[config.mk]
export PLATFORM = sky130hd
export DESIGN_NAME = branch_resolve
export DESIGN_NICKNAME = d
export VERILOG_FILES = /design/src/rtl/branch_resolve.sv
export SDC_FILE = /design/constraint.sdc
export NUM_CORES = 1
export LEC_CHECK = 0
export ABC_AREA = 1
export ABC_CLOCK_PERIOD_IN_PS = 2200
export BUFFER_PORTS_ARGS = -buffer_cell sky130_fd_sc_hd__buf_2
export CAP_MARGIN = 20
export CORE_MARGIN = 3
export CORE_UTILIZATION = 50
export DETAILED_ROUTE_END_ITERATION = 8
export PLACE_DENSITY = 0.73
export REMOVE_ABC_BUFFERS = 1
export SYNTH_ARGS = -nofsm -noshare
export SYNTH_HDL_FRONTEND = slang
export SYNTH_SLANG_ARGS = --single-unit
export TNS_END_PERCENT = 5
[constraint.sdc]
create_clock -name i_clk -period 2.2 [get_ports i_clk]
set_input_delay 0.22 -clock i_clk [delete_from_list [all_inputs] [get_ports i_clk]]
set_output_delay 0.22 -clock i_clk [all_outputs]
set_load 0.01 [all_outputs]
[src/rtl/branch_resolve.sv]
// Execute-stage branch resolution: carries BHT predictions through the D/E pipeline
// registers, checks them against the resolved outcome, drives BHT update and redirect.
module branch_resolve #(
    parameter int ADDR_WIDTH  = 64,
    parameter int INDEX_WIDTH = 5,
    parameter int COUNT_W     = 32
) (
    input  logic                   i_clk,
    input  logic                   i_arst_n,
    input  logic                   i_fetch_valid,
    input  logic [ADDR_WIDTH-1:0]  i_fetch_pc,
    input  logic                   i_pred_taken,
    input  logic [ADDR_WIDTH-1:0]  i_pred_target,
    input  logic                   i_stall_exec,
    input  logic                   i_flush,
    input  logic                   i_exec_is_branch,
    input  logic                   i_exec_taken,
    input  logic [ADDR_WIDTH-1:0]  i_exec_target,
    output logic                   o_bht_update,
    output logic                   o_branch_taken,
    output logic [INDEX_WIDTH-1:0] o_set_index_exec,
    output logic                   o_mispredict,
    output logic [ADDR_WIDTH-1:0]  o_redirect_pc,
    output logic [COUNT_W-1:0]     o_branch_cnt,
    output logic [COUNT_W-1:0]     o_mispred_cnt
);

    logic                  d_valid_q, d_valid_d;
    logic [ADDR_WIDTH-1:0] d_pc_q, d_pc_d;
    logic                  d_pred_taken_q, d_pred_taken_d;
    logic [ADDR_WIDTH-1:0] d_pred_target_q, d_pred_target_d;

    logic                  e_valid_q, e_valid_d;
    logic [ADDR_WIDTH-1:0] e_pc_q, e_pc_d;
    logic                  e_pred_taken_q, e_pred_taken_d;
    logic [ADDR_WIDTH-1:0] e_pred_target_q, e_pred_target_d;

    logic [COUNT_W-1:0]    branch_cnt_q, branch_cnt_d;
    logic [COUNT_W-1:0]    mispred_cnt_q, mispred_cnt_d;

    logic                  resolve;
    logic                  dir_wrong;
    logic                  target_wrong;
    logic                  mispredict;
    logic                  kill;
    logic [ADDR_WIDTH-1:0] redirect_pc;

    assign resolve      = e_valid_q & i_exec_is_branch & ~i_stall_exec;
    assign dir_wrong    = i_exec_taken != e_pred_taken_q;
    assign target_wrong = i_exec_taken & e_pred_taken_q & (i_exec_target != e_pred_target_q);
    assign mispredict   = resolve & (dir_wrong | target_wrong);
    assign kill         = i_flush | mispredict;
    assign redirect_pc  = i_exec_taken ? i_exec_target : (e_pc_q + ADDR_WIDTH'(4));

    // Kill beats hold beats load; a kill drops only the valid bits.
    always_comb begin
        d_valid_d       = d_valid_q;
        d_pc_d          = d_pc_q;
        d_pred_taken_d  = d_pred_taken_q;
        d_pred_target_d = d_pred_target_q;
        e_valid_d       = e_valid_q;
        e_pc_d          = e_pc_q;
        e_pred_taken_d  = e_pred_taken_q;
        e_pred_target_d = e_pred_target_q;
        if (kill) begin
            d_valid_d = 1'b0;
            e_valid_d = 1'b0;
        end else if (!i_stall_exec) begin
            d_valid_d       = i_fetch_valid;
            d_pc_d          = i_fetch_pc;
            d_pred_taken_d  = i_pred_taken;
            d_pred_target_d = i_pred_target;
            e_valid_d       = d_valid_q;
            e_pc_d          = d_pc_q;
            e_pred_taken_d  = d_pred_taken_q;
            e_pred_target_d = d_pred_target_q;
        end
    end

    always_comb begin
        branch_cnt_d  = branch_cnt_q;
        mispred_cnt_d = mispred_cnt_q;
        if (resolve && (branch_cnt_q != {COUNT_W{1'b1}})) begin
            branch_cnt_d = branch_cnt_q + COUNT_W'(1);
        end
        if (mispredict && (mispred_cnt_q != {COUNT_W{1'b1}})) begin
            mispred_cnt_d = mispred_cnt_q + COUNT_W'(1);
        end
    end

    always_ff @(posedge i_clk or negedge i_arst_n) begin
        if (!i_arst_n) begin
            d_valid_q       <= 1'b0;
            d_pc_q          <= '0;
            d_pred_taken_q  <= 1'b0;
            d_pred_target_q <= '0;
            e_valid_q       <= 1'b0;
            e_pc_q          <= '0;
            e_pred_taken_q  <= 1'b0;
            e_pred_target_q <= '0;
            branch_cnt_q    <= '0;
            mispred_cnt_q   <= '0;
        end else begin
            d_valid_q       <= d_valid_d;
            d_pc_q          <= d_pc_d;
            d_pred_taken_q  <= d_pred_taken_d;
            d_pred_target_q <= d_pred_target_d;
            e_valid_q       <= e_valid_d;
            e_pc_q          <= e_pc_d;
            e_pred_taken_q  <= e_pred_taken_d;
            e_pred_target_q <= e_pred_target_d;
            branch_cnt_q    <= branch_cnt_d;
            mispred_cnt_q   <= mispred_cnt_d;
        end
    end

    // Pass-through outputs are gated by reset so everything reads 0 while reset is held.
    assign o_bht_update     = resolve;
    assign o_mispredict     = mispredict;
    assign o_branch_taken   = i_exec_taken & i_arst_n;
    assign o_set_index_exec = e_pc_q[INDEX_WIDTH+1:2] & {INDEX_WIDTH{i_arst_n}};
    assign o_redirect_pc    = redirect_pc & {ADDR_WIDTH{i_arst_n}};
    assign o_branch_cnt     = branch_cnt_q;
    assign o_mispred_cnt    = mispred_cnt_q;

endmodule

# Word-level counts from Yosys, hierarchy flattened
# Cells that the tools add are included.
[op_classes] add_sub_neg=3 n_eq_ne=5 n_mux=5 bitwise_logic=12 n_reduce_logical=3
[op_table] operator="32-bit by 1-bit adder with 32-bit output (second input constant)" count=2
[op_table] operator="64-bit by 3-bit adder with 64-bit output (second input constant)" count=1
[op_table] operator="64-bit AND" count=1
[op_table] operator="64-bit two-way mux" count=1
[op_table] operator="32-bit inequality test (second input constant)" count=2
[op_table] operator="64-bit inequality test" count=1
[op_table] operator="1-bit AND" count=6
[op_table] operator="5-bit AND" count=1
[op_table] operator="1-bit two-way mux" count=4
[op_table] operator="1-bit logical AND" count=2
[op_table] operator="2-bit by 1-bit inequality test with 1-bit output (second input constant)" count=1
[op_table] operator="1-bit NOT" count=2
[op_table] operator="1-bit OR" count=2
[op_table] operator="2-bit AND reduction" count=1
[op_table] operator="1-bit inequality test" count=1
[totals] ff_bits=324 inputBits=200 out_inout_bits=136 word_cells=38

# Depth between registers and ports, before layout
[logic_depth] word_depth=7 mapped_depth=17 ltp_nobuf=15

# Worst setup path before layout
# OpenSTA, ideal clock, no wires.
[synth_timing] path_type="register to output" start="register e_pc_q[2]" end="output port o_redirect_pc[44]" arrival_ns=1.824 required_ns=1.980 slack_ns=0.156 stages_incl_launch_ff=14 n_path_buf=0 path_cell_list="dfrtp_1 > ha_1 > nand2_1 > inv_1 > nand3_1 > nor2_4 > nand2_1 > nor2_1 > nand2_1 > nor2_2 > nand2_1 > xor2_1 > o21bai_1 > inv_1"
[synth_between] elab_chain_cells=3
[synth_lines] element="start: declaration" line="34" source="logic [ADDR_WIDTH-1:0] e_pc_q, e_pc_d;"
[synth_lines] element="start signal: assignment" line="109" source="e_pc_q <= e_pc_d;"
[synth_lines] element="64-bit by 3-bit adder with 64-bit output" line="53" source="assign redirect_pc = i_exec_taken ? i_exec_target : (e_pc_q + ADDR_WIDTH'(4));"
[synth_lines] element="64-bit two-way mux" line="53"
[synth_lines] element="64-bit AND" line="122" source="assign o_redirect_pc = redirect_pc & {ADDR_WIDTH{i_arst_n}};"
[synth_lines] element="end: declaration" line="23" source="output logic [ADDR_WIDTH-1:0] o_redirect_pc,"
# No other way between the ends.

# Final worst setup path
[layout_timing] start="register e_pc_q[7]" end="output port o_redirect_pc[43]"
# Same word-level chain as after synthesis.

==> impl_metrics.toml <==
[clocking]
clockBufferDepth = 3
numCtsBuffers = 37
htreeDepth = 2
clk_latency_ps = 530
clkTransAtPathRegs_ps = 60
clock_sinks = 324
ctsRootBufferMaster = "clkbuf_16"
cts_tree = "yes"

[die]
coreArea_sq_um = 35740
die-area_sq_um = 38760
row_count = 69
die_h_microns = 196.9
io_pins = 336
fp.dieW_microns = 196.9
start_util_pct = 50.97

[power_and_ir_drop]
p_sw_share_pct = 29.70
leakagePower_nw = 13.69
power_density_nw_per_um2 = 674.9
seqPwrFrac_pct = 42.8
internal-power_w = 0.01202
peakVddDrop_mv = 0.6105
combPwrFrac_pct = 20.0
p_switching_w = 0.005076
p_clk_share_pct = 37.3

[synthesis]
yosysTopAreaCell = "dfrtp_1"
syn_area_sq_um = 18220
synth_area_per_cell_sq_um = 7.102
synth_warnings = 0
synthCells = 2565
ys_ff_latch = 324
yosys_most_used_dff = "dfrtp_1"
synth_area_leaders = "dfrtp_1, nand2_1, nand3_1"
synthDominantCellAreaShare_pct = 44.51
synth_cell_type_count = 38
async_flop_share_pct = 100.0
synth_seq_area_share_pct = 44.51
synth_edf_count = 0

[sta]
tightestPinTransition_ps = 650.3
rsz0062_at_grt = "yes"
setup_viol = 156
slew-limit-headroom_pct = 56.64
period_minus_slack_ps = 2737
finalSetupTns_ps = -21620
drv_slew = 0
fmax_ghz = 0.3654
hold_violations = 0
fin_skew_ps = 14.85
period_share_pct = 124.4
fin_hold_ws_ps = 118.6
fin_ws_ps = -536.5

[placed_design]
globalplace.congestion = 0.9529
dp.final_hpwl_mm = 44.86
port_buffers = 335

[cells_and_area]
syn2layout_area_growth_pct = 39.01
seq_area_sq_um = 8125
fillCellCount = 2896
drive_gt1_share_pct = 25.44
nets = 3382
multiInputGateArea_sq_um = 9368

[run_status]
status = "finished with violations"
violations = "setup timing"

[setup_path]
crit_required_ps = 1980
critPathLaunch = "e_pc_q[7]"
crit_chain = "nand2_2, nor2_2, nand4_1, nor2_2, nand3_2, or2_2, nand3_1, o211ai_1, inv_1, buf_2"
critPathSlowestCell = "dfrtp_1"
r2r-start = "e_pred_target_q[38]"
start_kind = "flop"
cp_max_fo = 4
worst_path_most_repeated_cell = "nor2_2"
critPathMaxStageDelay_ps = 410
crit_type = "reg -> out"
cp.arrival_ps = 2520
cp-end-kind = "output port"

[route]
vias = 19700
vias_per_cell = 5.370
wirelength_mm = 62.88
post-route-drc-count = 0
dr.pass1.iters = 5
ant_nets = 0
post_drt_wl_per_cell_microns = 17.14
drtIter0Drc = 1420

[global_route]
grt_overflow = 0
grt_pass1_wl_mm = 98.99
grt_max_degree = 68
grt_usage_pct = 31.45
grt_pass1_vias = 19220
antenna_found_initial = 3

[job]
maxCapViolations = 0

[min_path]
min_path_type = "in -> async"
## worst paths after layout
kind / end / slack, ps / cells after the start
max: o_redirect_pc[43] / -540 / 10
min: d_pc_q[20] / 120 / 2
max reg2reg: e_pc_q[19] / -70 / 17
min reg2reg: d_pc_q[28] / 470 / 2
max in group asynchronous: o_branch_cnt[8] / 790 / 4
min in group i_clk: o_mispred_cnt[6] / 300 / 6
## power groups by stage
stage	combinational [W]	sequential, W	clock (W)
after global routing	0.00379	0.00739	0.00670
after CTS	0.00321	0.00728	0.00646
final	0.00342	0.00731	0.00637
after detailed placement	0.00286	0.00736	0
after global placement	0.00278	0.00733	0
after floorplan	0.00154	0.00724	0
## cell usage in the layout (no fill, tap or decap), drive strengths merged
cell type,instances
o21bai,1
or2,9
o21ai,40
nor3b,2
xor2,68
o31ai,3
dfrtp,324
a21oi,32
nand4,68
ha,4
clkbuf,49
o21a,2
a32o,3
buf,557
inv,253
xnor2,28
o221ai,4
nand3,333
a22o,3
nor2,200
and2,1
clkinv,11
diode,3
nand2,980
bufinv,4
nand3b,5
dlygate4sd3,134
nor4,13
nor3,55
o211ai,12
clkinvlp,1
o22ai,5
## worst max-delay path: cells and delay by family, from the launching register on
family / cells / cell delay (ps)
and+or+nand+nor: 7 / 1290
DFF: 1 / 410
buffers and inverters: 2 / 190
AOI/OAI and AO/OA: 1 / 100
## sequential cells by signal (all words and copies together) (netlist names)
| name | count |
|---|---|
| d_pc_q | 64 |
| d_pred_taken_q | 1 |
| d_pred_target_q | 64 |
| d_valid_q | 1 |
| e_pc_q | 64 |
| e_pred_taken_q | 1 |
| e_pred_target_q | 64 |
| e_valid_q | 1 |
| o_branch_cnt | 32 |
| o_mispred_cnt | 32 |
## cells by family after synthesis
logic type               share of synthesized area [%]
buffers and inverters                            8.523
AND/OR/NAND/NOR                                  38.69
flip-flops                                       44.51
XOR/XNOR                                         4.615
adder cells (fa/ha/maj)                         0.2747
AO/OA/AOI/OAI                                    3.393
## timing repair
action | CTS | global route
hold buffers | 134 | 0
hold endpoints to repair | 246 | 0
buffers inserted | 17 | 23
resized for setup | 142 | 113
pin swaps | 43 | 55
endpoints found under the setup margin | 322 | 355
## per-stage QoR
step / total power [W] / util [%] / worst slack (ps) / cells / area (sq um)
floorplan: 0.008785 / - / -10530 / 2448 / 17610
global route: 0.01789 / 70.85 / -639.3 / 3668 / 25320
CTS: 0.01694 / 69.20 / -484.2 / 3643 / 24740
global placement: 0.01012 / 60.31 / -45.78 / 3429 / 21560
finish: 0.01709 / 70.85 / -536.5 / 3668 / 25320
detailed placement: 0.01022 / 60.31 / -86.47 / 3429 / 21560
## layout make-up
type,instances,share of cell area [%]
diodes,3,0.02964
clock buffers,49,4.155
clock inverters,16,0.7955
inverters,253,3.760
multi-input cells,1871,36.99
flip-flops and latches,324,32.08
well taps,461,2.278
repair buffers,691,19.91
## cell usage after synthesis (2+ instances only)
| library cell | count |
|---|---|
| nand4_1 | 68 |
| or2_2 | 8 |
| clkbuf_1 | 53 |
| o22ai_1 | 5 |
| nand3b_1 | 5 |
| nand3_1 | 331 |
| nor2_1 | 196 |
| o21a_1 | 2 |
| o21ai_0 | 40 |
| nor3b_1 | 2 |
| ha_1 | 4 |
| buf_4 | 20 |
| inv_1 | 252 |
| o31ai_1 | 3 |
| dfrtp_1 | 324 |
| a21oi_1 | 32 |
| nor4_2 | 2 |
| a22o_1 | 3 |
| nand3_2 | 2 |
| buf_2 | 35 |
| nand2_4 | 2 |
| xor2_1 | 68 |
| nor4_1 | 11 |
| xnor2_1 | 28 |
| buf_6 | 6 |
| o211ai_1 | 12 |
| nor3_1 | 55 |
| nor2_2 | 3 |
| nand2_1 | 977 |
| o221ai_1 | 4 |
| buf_1 | 3 |
| a32o_1 | 3 |
## per-layer routing
metal | track usage (%) | part of all wire, %
met2 | 52.00 | 48
met5 | 0 | 0
met4 | 11.67 | 3.6
met3 | 4.564 | 6.3
met1 | 42.43 | 42
Note: power is estimated with default switching activity, not from simulation.
